===== config.mk =====
export PLATFORM = sky130hd
export DESIGN_NAME = s3g_port_mux
export DESIGN_NICKNAME = d
export VERILOG_FILES = /design/src/rtl/s3g_mux_pkg.sv /design/src/rtl/s3g_port_fifo.sv /design/src/rtl/s3g_port_mux.sv
export SDC_FILE = /design/constraint.sdc
export NUM_CORES = 1
export LEC_CHECK = 0
export BUFFER_PORTS_ARGS = -buffer_cell sky130_fd_sc_hd__buf_2
export CAP_MARGIN = 15
export CORE_ASPECT_RATIO = 1.5
export CORE_UTILIZATION = 60
export DETAILED_ROUTE_END_ITERATION = 8
export GPL_TIMING_DRIVEN = 0
export PLACE_DENSITY = 0.84
export SLEW_MARGIN = 0
export SYNTH_ARGS = -nofsm -noshare
export SYNTH_HDL_FRONTEND = slang
export SYNTH_HIERARCHICAL = 1
export SYNTH_SLANG_ARGS = --single-unit

===== constraint.sdc =====
create_clock -name clk -period 5.3 [get_ports clk]
set_input_delay 0 -clock clk [delete_from_list [all_inputs] [get_ports clk]]
set_output_delay 0 -clock clk [all_outputs]
set_load 0.02 [all_outputs]

===== src/rtl/s3g_mux_pkg.sv =====
// Shared definitions for the multi-port UART mux: RX lock states, TX target modes
// and a width helper used for port-index and counter sizing.
package s3g_mux_pkg;

  typedef enum logic {
    RX_UNLOCKED = 1'b0,
    RX_LOCKED   = 1'b1
  } rx_state_e;

  typedef enum logic {
    TX_REPLY     = 1'b0,
    TX_BROADCAST = 1'b1
  } tx_mode_e;

  function automatic int unsigned clog2_min1(input int unsigned n);
    return (n > 1) ? $clog2(n) : 1;
  endfunction

endpackage


===== src/rtl/s3g_port_fifo.sv =====
// Per-port RX byte FIFO. A push into a full FIFO and a pop from an empty one
// are ignored; full/empty reflect the state before the current edge.
module s3g_port_fifo #(
  parameter int unsigned DEPTH = 4
) (
  input  logic       clk,
  input  logic       rst_n,
  input  logic       push,
  input  logic       pop,
  input  logic [7:0] wr_data,
  output logic [7:0] rd_data,
  output logic       full,
  output logic       empty
);

  localparam int unsigned AW = $clog2(DEPTH);

  logic [7:0]  r_mem [DEPTH];
  logic [AW:0] r_wptr;
  logic [AW:0] r_rptr;
  logic        w_do_push;
  logic        w_do_pop;

  // Extra pointer bit distinguishes full from empty when the indices match.
  assign empty     = (r_wptr == r_rptr);
  assign full      = (r_wptr[AW-1:0] == r_rptr[AW-1:0]) && (r_wptr[AW] != r_rptr[AW]);
  assign w_do_push = push && !full;
  assign w_do_pop  = pop && !empty;
  assign rd_data   = r_mem[r_rptr[AW-1:0]];

  always_ff @(posedge clk or negedge rst_n) begin
    if (!rst_n) begin
      r_wptr <= '0;
      r_rptr <= '0;
    end else begin
      if (w_do_push) r_wptr <= r_wptr + 1'b1;
      if (w_do_pop)  r_rptr <= r_rptr + 1'b1;
    end
  end

  always_ff @(posedge clk) begin
    if (w_do_push) r_mem[r_wptr[AW-1:0]] <= wr_data;
  end

endmodule


===== src/rtl/s3g_port_mux.sv =====
// Merges N UART RX streams into one packet stream under a per-packet lock, and
// fans TX bytes out to either all ports or the most recent RX owner.
module s3g_port_mux
  import s3g_mux_pkg::*;
#(
  parameter  int unsigned N_PORTS      = 2,
  parameter  int unsigned FIFO_DEPTH   = 4,
  parameter  int unsigned LOCK_TIMEOUT = 50000,
  localparam int unsigned PW           = clog2_min1(N_PORTS)
) (
  input  logic                 clk,
  input  logic                 rst_n,
  input  logic [8*N_PORTS-1:0] port_rx_data,
  input  logic [N_PORTS-1:0]   port_rx_done,
  output logic [7:0]           rx_data,
  output logic                 rx_done,
  output logic [PW-1:0]        rx_port,
  input  logic                 packet_end,
  input  logic [7:0]           tx_data,
  input  logic                 tx_wr,
  input  logic                 tx_broadcast,
  output logic [7:0]           port_tx_data,
  output logic [N_PORTS-1:0]   port_tx_wr,
  input  logic [N_PORTS-1:0]   port_tx_done,
  output logic                 tx_done,
  output logic                 tx_busy,
  output logic                 locked,
  output logic [PW-1:0]        lock_port,
  output logic [N_PORTS-1:0]   overflow,
  input  logic                 clear_overflow
);

  localparam int unsigned IW = clog2_min1(LOCK_TIMEOUT + 1);

  logic [N_PORTS-1:0] w_full;
  logic [N_PORTS-1:0] w_empty;
  logic [N_PORTS-1:0] w_pop;
  logic [7:0]         w_fifo_dout [N_PORTS];

  rx_state_e          r_state;
  rx_state_e          w_state_nxt;
  logic [PW-1:0]      r_lock_port;
  logic [PW-1:0]      w_lock_port_nxt;
  logic [PW-1:0]      w_pop_port;
  logic               w_pop_any;
  logic [IW-1:0]      r_idle;
  logic [IW-1:0]      w_idle_nxt;
  logic               w_idle_timeout;
  logic [PW-1:0]      w_rr_idx;
  logic [PW-1:0]      w_rr_sel;
  logic               w_rr_found;

  logic [7:0]         r_rx_data;
  logic               r_rx_done;
  logic [PW-1:0]      r_rx_port;
  logic [N_PORTS-1:0] r_overflow;

  tx_mode_e           w_tx_mode;
  logic [N_PORTS-1:0] w_tx_target;
  logic [N_PORTS-1:0] w_pend_left;
  logic [N_PORTS-1:0] r_tx_pend;
  logic [N_PORTS-1:0] r_port_tx_wr;
  logic [7:0]         r_port_tx_data;
  logic               r_tx_busy;
  logic               r_tx_done;

  for (genvar g = 0; g < N_PORTS; g++) begin : g_fifo
    s3g_port_fifo #(
      .DEPTH (FIFO_DEPTH)
    ) u_fifo (
      .clk     (clk),
      .rst_n   (rst_n),
      .push    (port_rx_done[g]),
      .pop     (w_pop[g]),
      .wr_data (port_rx_data[8*g +: 8]),
      .rd_data (w_fifo_dout[g]),
      .full    (w_full[g]),
      .empty   (w_empty[g])
    );
  end

  // Round-robin search begins one past the previous owner.
  always_comb begin
    w_rr_found = 1'b0;
    w_rr_sel   = '0;
    w_rr_idx   = '0;
    for (int unsigned k = 0; k < N_PORTS; k++) begin
      w_rr_idx = PW'((32'(r_lock_port) + 32'd1 + k) % N_PORTS);
      if (!w_rr_found && !w_empty[w_rr_idx]) begin
        w_rr_found = 1'b1;
        w_rr_sel   = w_rr_idx;
      end
    end
  end

  assign w_idle_timeout = (32'(r_idle) + 32'd1) >= LOCK_TIMEOUT;

  always_comb begin
    w_state_nxt     = r_state;
    w_lock_port_nxt = r_lock_port;
    w_pop_port      = r_lock_port;
    w_pop_any       = 1'b0;
    w_idle_nxt      = r_idle;
    w_pop           = '0;
    case (r_state)
      RX_UNLOCKED: begin
        if (w_rr_found) begin
          w_state_nxt     = RX_LOCKED;
          w_lock_port_nxt = w_rr_sel;
          w_pop_port      = w_rr_sel;
          w_pop_any       = 1'b1;
          w_idle_nxt      = '0;
        end
      end
      RX_LOCKED: begin
        if (!w_empty[r_lock_port]) begin
          w_pop_any  = 1'b1;
          w_idle_nxt = '0;
        end else begin
          w_idle_nxt = r_idle + 1'b1;
        end
        if (packet_end || (!w_pop_any && w_idle_timeout)) begin
          w_state_nxt = RX_UNLOCKED;
          w_idle_nxt  = '0;
        end
      end
      default: w_state_nxt = RX_UNLOCKED;
    endcase
    if (w_pop_any) w_pop[w_pop_port] = 1'b1;
  end

  always_ff @(posedge clk or negedge rst_n) begin
    if (!rst_n) begin
      r_state     <= RX_UNLOCKED;
      r_lock_port <= '0;
      r_idle      <= '0;
      r_rx_data   <= '0;
      r_rx_done   <= 1'b0;
      r_rx_port   <= '0;
      r_overflow  <= '0;
    end else begin
      r_state     <= w_state_nxt;
      r_lock_port <= w_lock_port_nxt;
      r_idle      <= w_idle_nxt;
      r_rx_done   <= w_pop_any;
      if (w_pop_any) begin
        r_rx_data <= w_fifo_dout[w_pop_port];
        r_rx_port <= w_pop_port;
      end
      r_overflow <= (clear_overflow ? '0 : r_overflow) | (port_rx_done & w_full);
    end
  end

  assign w_tx_mode   = tx_mode_e'(tx_broadcast);
  assign w_pend_left = r_tx_pend & ~port_tx_done;

  always_comb begin
    w_tx_target = '0;
    if (w_tx_mode == TX_BROADCAST) w_tx_target = '1;
    else                           w_tx_target[r_lock_port] = 1'b1;
  end

  always_ff @(posedge clk or negedge rst_n) begin
    if (!rst_n) begin
      r_tx_busy      <= 1'b0;
      r_tx_done      <= 1'b0;
      r_tx_pend      <= '0;
      r_port_tx_wr   <= '0;
      r_port_tx_data <= '0;
    end else begin
      r_port_tx_wr <= '0;
      r_tx_done    <= 1'b0;
      if (r_tx_busy) begin
        r_tx_pend <= w_pend_left;
        if (w_pend_left == '0) begin
          r_tx_busy <= 1'b0;
          r_tx_done <= 1'b1;
        end
      end else if (tx_wr) begin
        r_tx_busy      <= 1'b1;
        r_tx_pend      <= w_tx_target;
        r_port_tx_wr   <= w_tx_target;
        r_port_tx_data <= tx_data;
      end
    end
  end

  assign rx_data      = r_rx_data;
  assign rx_done      = r_rx_done;
  assign rx_port      = r_rx_port;
  assign locked       = (r_state == RX_LOCKED);
  assign lock_port    = r_lock_port;
  assign overflow     = r_overflow;
  assign port_tx_data = r_port_tx_data;
  assign port_tx_wr   = r_port_tx_wr;
  assign tx_done      = r_tx_done;
  assign tx_busy      = r_tx_busy;

endmodule


==> results of run 1 <==
-- sequential cells by signal, indices dropped and copies added (netlist names) --
register and flops:
g_fifo.u_fifo/r_mem 64, port_tx_wr 2, rx_data 8, tx_done 1
g_fifo.u_fifo/r_wptr 6, g_fifo.u_fifo/r_rptr 6, tx_busy 1, r_idle 16
lock_port 1, overflow 2, rx_done 1, r_tx_pend 2
port_tx_data 8, locked 1, rx_port 1
-- placed cells by master, fill, tap and decap left out, types with 5 or more instances in the layout --
cell | synthesis | final
buf_2 | 11 | 70
nand2_1 | 64 | 64
edfxtp_1 | 64 | 64
dfrtp_1 | 56 | 56
dlygate4sd3_1 | 0 | 34
o21ai_0 | 18 | 18
nor2_1 | 18 | 18
nand3_1 | 17 | 17
clkbuf_16 | 0 | 17
inv_1 | 16 | 16
mux4_1 | 16 | 16
a21oi_1 | 15 | 15
mux2i_1 | 14 | 14
and3_1 | 11 | 11
ha_1 | 11 | 11
clkbuf_1 | 8 | 9
nand2b_1 | 8 | 8
xnor2_1 | 8 | 8
o31ai_1 | 7 | 7
nand4_1 | 7 | 7
nor3_1 | 6 | 6
a211oi_2 | 5 | 5
a31oi_1 | 5 | 5
-- synth_stat cells (2+ instances only) --
cell type and n:
a211oi_2 5, a21o_1 4, a21oi_1 15, a22o_1 2, a311oi_1 2, a31oi_1 5
a31oi_4 2, a41o_1 2, a41oi_1 4, and2_1 4, and3_1 11, buf_2 11
buf_6 3, clkbuf_1 8, dfrtp_1 56, edfxtp_1 64, ha_1 11, inv_1 16
mux2i_1 14, mux4_1 16, nand2_1 64, nand2b_1 8, nand3_1 17, nand3_2 2
nand3b_1 3, nand4_1 7, nor2_1 18, nor2b_1 3, nor3_1 6, nor3b_1 2
o21ai_0 18, o22ai_1 3, o31ai_1 7, o31ai_2 2, xnor2_1 8, xnor2_2 2
xor2_1 4, xor2_2 4
-- layer usage --
layer	up-vias	part of all wire, %
met1	2088	37
met3	33	5.1
met4	0	3.6
li1	1915	-
met5	-	0
met2	160	54
-- critical path, delay by kind of cell, from the launching register on --
family          cells  cell delay (ns)
simple gates        5             1.43
flops               1             0.44
buf+inv             2             0.41
compound gates      2             0.29
xor+xnor            1             0.22
mux                 1             0.14
-- kinds of logic after synthesis --
logic type | synth area share [%]
mux | 9.89
fa+ha+maj | 2.38
compound gates | 10.3
xor+xnor | 3.51
buf+inv | 3.38
simple gates | 13.0
flops | 57.5
-- how the worst max path moves through the flow --
stage / from / to / cells past startpoint
after global routing: g_fifo[1].u_fifo/r_rptr[0] / r_idle[12] / 11
after floorplan: g_fifo[1].u_fifo/r_rptr[0] / r_idle[12] / 11
after detailed placement: g_fifo[1].u_fifo/r_rptr[0] / r_idle[10] / 11
after global placement: g_fifo[1].u_fifo/r_rptr[0] / r_idle[10] / 11
after CTS: g_fifo[1].u_fifo/r_rptr[0] / r_idle[10] / 11
final: g_fifo[1].u_fifo/r_rptr[0] / r_idle[10] / 11
-- power by group through the flow --
stage	Clock, mW	Sequential (mW)	Combinational (mW)
3_5_place_dp	0	1.45	1.51
5_1_grt	1.18	1.47	1.71
6_report	1.13	1.44	1.58
4_1_cts	1.13	1.44	1.56
3_3_place_gp	0	1.43	1.43
2_1_floorplan	0	1.52	1.00
-- through the flow --
stage	setup slack, ns	instances	util, %	hold slack [ns]	area (µm²)
2_1_floorplan	2.93	453	-	-0.296	5780
3_3_place_gp	2.46	624	66.8	0.192	6210
3_5_place_dp	2.38	625	67.0	0.0645	6230
4_1_cts	2.35	691	76.9	0.169	7160
5_1_grt	2.19	691	76.9	0.231	7160
6_report	2.30	691	76.9	0.148	7160
-- final cells by class --
type                       instances  area [µm²]
fill                             545        2150
buffer                            25         135
inverter                          16        60.1
tap                              112         140
clock buffer                      18         429
timing repair buffer              94         656
multi-input combinational        292        2260
clock inverter                    14         155
sequential                       120        3320
==> reports/qor.txt, run 1 <==
Status: finished clean
Post-Route WL: 13.3 mm
P_int: 2.60 mW
Antenna cell count: 0
H-Tree Level Count: 4
Pin count of the biggest net entering global routing: 30
Total GRT Usage: 29.2%
Cell mode on critical path: nand2_1
# nets final: 611
Setup crit start kind: flop
Top cells by area, synth: edfxtp_1 33%, dfrtp_1 24%, mux4_1 7.3%, nand2_1 4.2%, mux2i_1 2.4%
DRC viols: 0
Class of the worst hold path: input port to async pin
First-pass GRT wire length: 20.8 mm
Critical Path RT: 5.63 ns
Comb power frac: 38.1%
Final antenna-violating net count: 0
Post-CTS Hold Buffers: 34
R2R Path Start: g_fifo[1].u_fifo/r_rptr[0]
RSZ-0062 raised after global routing: false
Share of post-route cells with drive strength above 1: 21.8%
Reg power frac: 34.7%
WL/cell: 19.2 µm
Crit end category: flop
Initial Util: 62.1%
Max IR drop VDD: 0.433 mV
Sequential share of the synthesized area: 57.5%
Final hold vios: 0
GR Layer Usage met3: 5.17%
Io pins: 60
CP max stage delay: 0.49 ns
R2R setup slack: 2.30 ns
Slew @ Worst Pin: 0.795 ns
Worst Reg-to-Reg Cells: 11
Post-CTS Setup Repair Bufs: 0
Area delta synth->final: 23.9%
# clock sinks: 120
Commonest register cell after synthesis: edfxtp_1
Post-layout min period: 3.00 ns
Leak pwr: 2.99 nW
Number of detailed-route iterations in the first pass: 8
#FFs+latches synth: 120
Synth Warn #: 6
Max Clock Skew: 0.00772 ns
Synth Cell Area: 5780 µm²
Relative slew slack: 46.9%
DP HPWL: 8.36 mm
Syn_nets: 498
Number of DRC markers in iteration 0: 229
Yosys cell types: 58
Initial antenna violation count: 0
Core area: 9310 µm²
Met2 global-route usage: 51.5%
Period utilization: 56.7%
Post-synth ARST share: 46.7%
GRT busiest layer: met2
Area share of the largest cell type after synthesis: 33.3%
Die ar.: 10,000 µm²
Width of the die: 82.1 µm
Area leader, netlist: edfxtp_1
Vias post-DR: 4,196
Grt met1 use: 31.8%
Worst reg2reg endpoint: r_idle[10]
Total of max-cap violations: 0
Switch Pwr: 1.56 mW
Crit-path slowest cell: nor3_1
Worst setup path class: flop to flop
Achievable frequency: 0.333 GHz
Clock Path Buffers: 2
Gr ovfl total: 0
Total number of placement rows: 43
Vias in the first global route: 4,272
Num CTS Buffers: 17
Power share of the clock group: 27.2%
Die extent in y: 122 µm
CP arrival: 3.34 ns
CP Max Fanout: 10
Total power: 4.16 mW
Avg Inst Size Synth: 12.8 µm²
Final Slew Violations: 0
Sw frac: 37.5%
PD cells: 581 nW/µm²
Skew-Pair Late Insertion Delay: 0.41 ns
Buffers on Ports: 59
Syn Inst Count: 453
Vias/cell: 6.07
Cell Chain, Critical Path: buf_6 > xor2_2 > nor3_1 > and2_1 > a21oi_1 > nor3b_1 > nand2_1 > a21oi_4 > buf_4 > nand2_1 > mux2i_1
CTS tree: done
TNS Setup: 0 ns
Final setup viols: 0
CTS resizes: 0
Reg clk slew, reported paths: 0.06 ns
RD Place Congestion: 0.831
Post-synth EDFFs: 64
CTS root buf: clkbuf_16
Note: power is estimated with default switching activity, not from simulation.
==> inputs of run 2 (changes only) <==
--- a/config.mk
+++ b/config.mk
@@ -8,10 +8,10 @@
 export BUFFER_PORTS_ARGS = -buffer_cell sky130_fd_sc_hd__buf_2
 export CAP_MARGIN = 15
 export CORE_ASPECT_RATIO = 1.5
-export CORE_UTILIZATION = 60
+export CORE_UTILIZATION = 53
 export DETAILED_ROUTE_END_ITERATION = 8
 export GPL_TIMING_DRIVEN = 0
-export PLACE_DENSITY = 0.84
+export PLACE_DENSITY = 0.79
 export SLEW_MARGIN = 0
 export SYNTH_ARGS = -nofsm -noshare
 export SYNTH_HDL_FRONTEND = slang
==> constraint.sdc (replaced) <==
create_clock -name clk -period 2.45 [get_ports clk]
set_input_delay 0 -clock clk [delete_from_list [all_inputs] [get_ports clk]]
set_output_delay 0 -clock clk [all_outputs]
set_load 0.02 [all_outputs]
==> reports/qor.txt, run 2 (same netlist as run 1, synthesis figures left out) <==
Status: complete, but fails checks
Failing checks: setup timing
Total power: 9.39 mW (+130%)
Share of post-route cells with drive strength above 1: 27.6% (+5.8 points)
Num CTS Buffers: 17 (unchanged)
Width of the die: 87.3 µm (+6.2%)
Buffers on Ports: 59 (unchanged)
Worst setup path class: flop to flop
DP HPWL: 8.36 mm (about the same)
CTS tree: done
Die ar.: 11,300 µm² (+13%)
Gr ovfl total: 0 (unchanged)
Most frequent cells in the layout: 69 x buf_2, 64 x nand2_1, 64 x edfxtp_1, 53 x dfrtp_1, 35 x dlygate4sd3_1
Initial antenna violation count: 0 (unchanged)
Critical Path RT: 2.77 ns (-2.86 ns)
Max IR drop VDD: 0.841 mV (+94%)
Worst Reg-to-Reg Cells: 11 (unchanged)
H-Tree Level Count: 4 (unchanged)
Max Clock Skew: 0.00572 ns (-0.00201 ns)
RD Place Congestion: 0.894 (+7.6%)
Final hold vios: 0 (unchanged)
Fillers: 726 (+33%)
DRC viols: 0 (unchanged)
Relative slew slack: 45.4% (-1.5 points)
Antenna cell count: 0 (unchanged)
PD cells: 1250 nW/µm² (+120%)
# nets final: 630 (+3.1%)
Number of detailed-route iterations in the first pass: 4 (-4)
Most common cell after layout, fill and taps aside: buf_2
Pre-CTS setup slack: -0.539 ns (-2.92 ns)
Vias/cell: 5.68 (-6.4%)
Total GRT Usage: 24.7% (-4.5 points)
Post-Route WL: 13.2 mm (-0.36%)
Sw frac: 37.4% (-0.047 points)
Final Slew Violations: 0 (unchanged)
Vias post-DR: 4,217 (+0.50%)
Switch Pwr: 3.51 mW (+130%)
Slew @ Worst Pin: 0.819 ns (+0.0240 ns)
Max FFs per register: 64 (unchanged)
Achievable frequency: 0.406 GHz (+22%)
Io pins: 60 (unchanged)
CTS root buf: clkbuf_16
CP Max Fanout: 7 (-3)
P_int: 5.88 mW (+130%)
Total of max-cap violations: 0 (unchanged)
Die extent in y: 130 µm (+6.3%)
CP startpoint: g_fifo[1].u_fifo/r_rptr[0]
Pin count of the biggest net entering global routing: 35 (+17%)
Period utilization: 101% (+44 points)
Worst hold slack: 0.223 ns (+0.0753 ns)
R2R setup slack: -0.01 ns (-2.31 ns)
Core Util, Final: 70.7% (-6.2 points)
Post-layout min period: 2.46 ns (-0.539 ns)
R2R Path Start: g_fifo[1].u_fifo/r_rptr[0]
Reg clk slew, reported paths: 0.06 ns (about the same)
Core area: 10,600 µm² (+14%)
Vias in the first global route: 4,234 (-0.89%)
Number of DRC markers in iteration 0: 218 (-4.8%)
Worst reg2reg endpoint: r_idle[9]
WL/cell: 17.8 µm (-7.2%)
Area delta synth->final: 29.6%
Class of the worst hold path: input port to async pin
Final antenna-violating net count: 0 (unchanged)
# clock sinks: 120 (unchanged)
Final setup viols: 1 (+1)
CP arrival: 2.79 ns (-0.55 ns)
Clock Path Buffers: 2 (unchanged)
Fin worst setup slack: -0.0150 ns (-2.31 ns)
Reg power frac: 33.5% (-1.2 points)
Setup crit start kind: flop
Power share of the clock group: 25.5% (-1.7 points)
Leak pwr: 3.14 nW (+4.9%)
Crit end category: flop
Initial Util: 54.6% (-7.5 points)
RSZ-0062 raised after global routing: true
Comb power frac: 41.0% (+2.9 points)
Total number of placement rows: 46 (+7.0%)
Skew-Pair Late Insertion Delay: 0.41 ns (about the same)
First-pass GRT wire length: 20.7 mm (-0.70%)
==> run 2: cell types whose count changed in the layout (fill, tap and decap cells not counted), moves of 3 or more <==
cell	previous run	this run
dfrtp_1	56	53
nor3_4	0	3
clkinv_1	4	0
xor2_2	4	0
dfrtp_2	0	3
buf_4	1	20
xor2_4	0	4
clkinvlp_4	3	6
==> run 2: worst max path at each step <==
stage,to,slack (ns),cells after the start
global route,r_idle[12],-0.1,11
CTS,r_idle[12],-0.003,11
detailed placement,r_idle[12],-0.54,11
floorplan,r_idle[12],0.08,11
finish,r_idle[9],-0.01,11
global placement,r_idle[10],-0.42,11
==> run 2: what timing repair did <==
action / CTS / global route
setup buffers: 2 / 16
endpoints found under the setup margin: 30 / 30
hold endpoints to repair: 119 / 0
pin swaps: 1 / 10
hold buffers: 35 / 0
resized for setup: 10 / 22
==> run 2: power by group through the flow <==
stage	registers (mW)	logic, mW	clock network (mW)
final	3.14	3.85	2.40
after detailed placement	3.13	3.26	0
after global routing	3.20	4.14	2.52
after CTS	3.11	3.52	2.43
after global placement	3.09	3.11	0
after floorplan	3.28	2.17	0
==> run 2: critical path: stages (launching register included) <==
cell	delay, ns
dfrtp_2	0.43
buf_12	0.15
xor2_4	0.19
nor3_4	0.27
and2_4	0.22
a21oi_2	0.04
nor3b_2	0.28
nand2_1	0.14
a21oi_4	0.20
buf_4	0.15
a41oi_1	0.12
a31oi_1	0.18
==> run 2: per-stage QoR <==
step	setup TNS (ns)	instances	area, µm²
after floorplan	0	453	5780
final	-0.0150	742	7490
after CTS	-0.00321	726	7280
after global placement	-6.95	656	6250
after detailed placement	-10.06	657	6280
after global routing	-0.572	742	7490
==> run 2: metal layers <==
layer  share of wire, %  track usage, %  vias up
li1                   -               -     1951
met1                 38            28.2     2095
met2                 54            44.1      145
met3                4.6            4.62       26
met4                2.6            12.2        0
met5                  0               0        -
==> run 2: final cells by class <==
type	count	area [µm²]	share of cell area [%]
Clock inverter	12	129	1.72
Timing Repair Buffer	113	808	10.8
Multi-Input combinational cell	292	2390	31.9
Sequential cell	120	3330	44.4
Tap cell	144	180	2.40
Buffer	25	149	1.99
Clock buffer	20	447	5.96
Inverter	16	60.1	0.802
